<file path="config.mk">
export PLATFORM = sky130hd
export DESIGN_NAME = full_subtractor
export DESIGN_NICKNAME = d
export VERILOG_FILES = /design/src/rtl/full_subtractor_pkg.sv /design/src/rtl/fs_bit.sv /design/src/rtl/full_subtractor.sv
export SDC_FILE = /design/constraint.sdc
export NUM_CORES = 1
export LEC_CHECK = 0
export BUFFER_PORTS_ARGS = -buffer_cell sky130_fd_sc_hd__buf_2
export CAP_MARGIN = 5
export CORE_AREA = 2 2 39 41
export CTS_BUF_LIST = sky130_fd_sc_hd__clkbuf_4
export DETAILED_ROUTE_END_ITERATION = 8
export DIE_AREA = 0 0 41 43
export PLACE_DENSITY = 0.34
export SYNTH_ARGS = -nofsm -noshare
export SYNTH_HDL_FRONTEND = slang
export SYNTH_SLANG_ARGS = --single-unit
</file>
<file path="constraint.sdc">
create_clock -name clk -period 2.3 [get_ports clk]
set_clock_uncertainty 0.15 [all_clocks]
set_input_delay 0.46 -clock clk [delete_from_list [all_inputs] [get_ports clk]]
set_output_delay 0.46 -clock clk [all_outputs]
set_load 0.05 [all_outputs]
</file>
<file path="src/rtl/full_subtractor_pkg.sv">
// rtl/full_subtractor_pkg.sv - shared constants for the registered ripple-borrow subtractor
package full_subtractor_pkg;
    localparam int DEFAULT_WIDTH = 1;
    localparam int LATENCY       = 1;
endpackage

</file>
<file path="src/rtl/fs_bit.sv">
// rtl/fs_bit.sv - combinational 1-bit full subtractor cell
module fs_bit (
    input  logic a,
    input  logic b,
    input  logic bin,
    output logic d,
    output logic bout
);
    assign d    = a ^ b ^ bin;
    assign bout = (~a & b) | (~(a ^ b) & bin);
endmodule

</file>
<file path="src/rtl/full_subtractor.sv">
// rtl/full_subtractor.sv - registered A - B - Bin with borrow-out; FULL_SUBTRACTOR_OVF_EN adds signed Overflow
module full_subtractor
    import full_subtractor_pkg::*;
#(
    parameter int WIDTH = DEFAULT_WIDTH
) (
    input  logic             clk,
    input  logic             rst_n,
    input  logic             in_valid,
    input  logic [WIDTH-1:0] A,
    input  logic [WIDTH-1:0] B,
    input  logic             Bin,
    output logic             out_valid,
    output logic [WIDTH-1:0] Difference,
`ifdef FULL_SUBTRACTOR_OVF_EN
    output logic             Overflow,
`endif
    output logic             Borrow
);
    logic [WIDTH:0]   w_bw;
    logic [WIDTH-1:0] w_diff;

    logic             r_valid;
    logic [WIDTH-1:0] r_diff;
    logic             r_borrow;

    assign w_bw[0] = Bin;

    genvar gi;
    generate
        for (gi = 0; gi < WIDTH; gi++) begin : g_cell
            fs_bit u_cell (
                .a    (A[gi]),
                .b    (B[gi]),
                .bin  (w_bw[gi]),
                .d    (w_diff[gi]),
                .bout (w_bw[gi+1])
            );
        end
    endgenerate

    // Results only move on accepted operands; out_valid flags the fresh ones.
    always_ff @(posedge clk) begin
        if (!rst_n) begin
            r_valid  <= 1'b0;
            r_diff   <= '0;
            r_borrow <= 1'b0;
        end else begin
            r_valid <= in_valid;
            if (in_valid) begin
                r_diff   <= w_diff;
                r_borrow <= w_bw[WIDTH];
            end
        end
    end

`ifdef FULL_SUBTRACTOR_OVF_EN
    logic r_ovf;

    always_ff @(posedge clk) begin
        if (!rst_n) begin
            r_ovf <= 1'b0;
        end else if (in_valid) begin
            r_ovf <= w_bw[WIDTH] ^ w_bw[WIDTH-1];
        end
    end

    assign Overflow = r_ovf;
`endif

    assign out_valid  = r_valid;
    assign Difference = r_diff;
    assign Borrow     = r_borrow;
endmodule

</file>
; Word level (Yosys, flattened, before mapping)
; Index checks and enable logic that the tools add are counted.
[totals]
out_inout_bits = 3
register_bits = 3
[op_classes]
bitwise_logic = 7
[op_table]
columns = cell, count
row1 = $and 1x1->1, 2
row2 = $not 1->1, 2
row3 = $xor 1x1->1, 2
row4 = $or 1x1->1, 1

; Depth between registers and ports, before layout
[depth]
ltp_word = 4
mapped_depth = 4

; By module
; From an unflattened synthesis, not the netlist that was laid out.
[hier_totals]
hier_cells = 12
area_unflattened_um2 = 131.4
[by_module_without_submodules]
columns = module, seq_area_each_um2, area_per_inst_um2, instances, cells_each
row1 = full_subtractor, 60.1, 100.1, 1, 8
row2 = fs_bit, 0.0, 31.3, 1, 4

; Worst setup path after synthesis
; OpenSTA, ideal clock, no wires.
[synth_timing]
kind = input -> register
startpoint = input port B
endpoint = register r_diff (netlist: Difference)
t_arrival_ps = 1104
setup_slack_ps = 929
cell_stages = 4
n_path_buf = 0
required_ps = 2033
cell_sequence = inv_1 -> fa_1 -> mux2i_1 -> nor2b_1
[synth_via]
elab_chain_len = 2
[synth_rtl]
columns = item, line
row1 = "start, declared", full_subtractor.sv:11  ; input logic [WIDTH-1:0] B,
row2 = $xor 1x1->1 (2 in a row), fs_bit.sv:9  ; assign d = a ^ b ^ bin;
row3 = via g_cell[0].u_cell.d, fs_bit.sv:6  ; output logic d,
row4 = "end signal, assigned", full_subtractor.sv:51  ; r_diff <= w_diff;
row5 = "end, declared", full_subtractor.sv:24  ; logic [WIDTH-1:0] r_diff;
; The timed path passes the listed nets, and every way through them passes these cells.
; A chain may end at the register's enable or synchronous reset.

; Worst setup path after layout
[layout_timing]
startpoint = register r_borrow (netlist: Borrow)
endpoint = output port Borrow
[layout_rtl]
columns = item, line
row1 = "start, declared", full_subtractor.sv:25  ; logic r_borrow;
row2 = "start signal, assigned", full_subtractor.sv:52  ; r_borrow <= w_bw[WIDTH];
row3 = "end, declared", full_subtractor.sv:18  ; output logic Borrow
; No word-level cell between the ends.

==> summary.txt <==
Yosys
  • Netlist cell types: 8
  • Syn avg cell area: 11.4 um^2
  • Synth Net Count: 18
  • Synth Area in XOR/XNOR: 0
  • Cell count after synthesis: 11
  • Simple-gate share of the synthesized area: 0.140
  • Post-synthesis sequential area ratio: 0.480
  • Synthesis-stage register bit count: 3
  • Main combinational cell family by area after synthesis: adder cells
  • Adder-Cell Fraction of Synth Area: 0.160
  • Post-synthesis mux area share: 0.0800
  • Post-synthesis compound-gate area fraction: 0.0800
  • Syn. warnings: 0
  • Synth Cell Area: 125 um^2

CTS
  • CTS clk-pin slew, worst paths: 40 ps
  • Root buffer cell: clkbuf_4
  • Postcts setup bufs: 0
  • Max clock buf depth: 2
  • CTS tree: done
  • Worst skew pair latency: 230 ps
  • Clock sink count: 3
  • CTS Buf Count: 3
  • Htree depth: 1
  • # hold bufs at CTS: 0
  • # resized after CTS: 0

Power and ir drop
  • Pleak: 0.119 nW
  • Max VDD drop: 153 uV
  • PD cells: 911 nW/um^2

Finish
  • Layout area overhead: 72.0%
  • Seq. cell area: 60.1 um^2
  • Finished Core Util: 0.156
  • Most frequent cells in the layout: 8 x buf_2, 4 x clkbuf_4, 3 x dfxtp_1
  • Fraction of layout instances using a drive strength above 1: 0.565
  • Filler cell count: 158
  • Most common cell after layout, fill and taps aside: buf_2
  • Footprint of the multi-input gates: 57.6 um^2
  • N_diodes: 0
  • Nets: 31
  • Post-route insts no fill: 39

Floorplanning
  • Initial Util: 0.0904
  • Core Area: 1380 um^2
  • Die W: 41 um
  • Die ar.: 1760 um^2
  • Boundary Pins: 9
  • DIE HEIGHT: 43 um
  • Row count: 14

STA
  • Sum Neg Setup Slack: 0 ps
  • Worst hold slack: 315 ps
  • Worst relative slew slack: 0.832
  • RSZ-0062 raised after global routing: no
  • Final period utilization: 0.622
  • Final setup viols: 0
  • Final Hold Vio Count: 0
  • Maximum clock frequency: 699 MHz
  • Slew @ Worst Pin: 254 ps
  • Final critical-path required period: 1430 ps
  • Max Transition Viols Final: 0

Setup path
  • CP arrival: 820 ps
  • CP bufs+invs: 1
  • Crit-path cells: buf_2
  • Slowest cell on the critical path: dfxtp_1
  • Max incr delay on CP: 320 ps
  • CP max FO: 2
  • Crit path launch: Borrow
  • Crit. End Element: output port
  • Setup Crit Path Kind: register to output port
  • Crit start category: register
  • Critical Path RT: 1690 ps
  • Top delay family on crit path: flip-flops
  • Worst r2r src: Borrow

Routing
  • Drt wl/cell: 7.56 um
  • Drt pass-1 iters: 1
  • Post-route ant nets: 0
  • Avg Vias per Cell: 3.00
  • Vias: 117
  • Drt drc: 0
  • Final WL: 295 um
  • Starting DRT DRC Count: 0

Placed design
  • GPL Wtd Cong: 0.477
  • # placed instances: 35
  • PortBufs: 8

Flow run
  • Max-Cap Viols: 0

GRT
  • First-pass GRT wire length: 503 um
  • Global route overflow: 0
  • Vias in the first global route: 133
  • Largest net degree at the start of global routing: 5
  • Total GRT Usage: 0.0532
  • Antenna violations before repair: 0

Min path
  • Hold Crit Start: rst_n
  • Worst hold-check path type: input port to register

Run status
  • Status: complete, no violations
routing by layer:
layer  GRT usage  wire (um)  up-vias
met5           0          0        -
met4      0.0600          0        0
met3      0.0628         55        0
met2      0.0500         94        9
met1      0.0513        145       50
li1            -          -       58
where the power goes:
part           switching [W]  internal [W]  leakage [nW]
clock              0.0000294     0.0000769        0.0184
sequential        0.00000147     0.0000562        0.0249
combinational      0.0000212     0.0000108        0.0755
final timing paths:
check,endpoint,slack (ps),depth (start not counted)
setup / recovery,Borrow,870,1
hold / removal,Difference,320,2
setup reg to reg,Borrow,1530,1
hold reg to reg,Borrow,350,1
state kept, by name, summed over array words and instances, names as in the netlist:
signal / cells
out_valid: 1
Difference: 1
Borrow: 1
Yosys cell counts, drive strengths merged:
cell   instances  share of area
and2           1          0.060
dfxtp          3           0.48
fa             1           0.16
inv            2          0.060
mux2i          1          0.080
nand2          1          0.030
nor2b          1          0.050
o211a          1          0.080
kinds of logic (layout without fill, tap and decap cells):
group,count (synthesis),in the layout
mux,1,1
compound gates,1,1
fa+ha+maj,1,1
simple gates,3,3
flops,3,3
buf+inv,2,14
stage by stage:
step,cell area [um^2],power [W],setup slack [ps]
CTS,215,0.000203,852
detailed placement,185,0.0000911,782
global placement,185,0.0000901,799
global route,215,0.000211,833
floorplan,125,0.0000799,929
finish,215,0.000196,870
layout make-up:
cell class	count	share of cell area
clock buffers	4	0.140
inverters	2	0.0349
multi-input cells	6	0.267
flip-flops and latches	3	0.279
well taps	16	0.0930
repair buffers	8	0.186
Note: power is estimated with default switching activity, not from simulation.
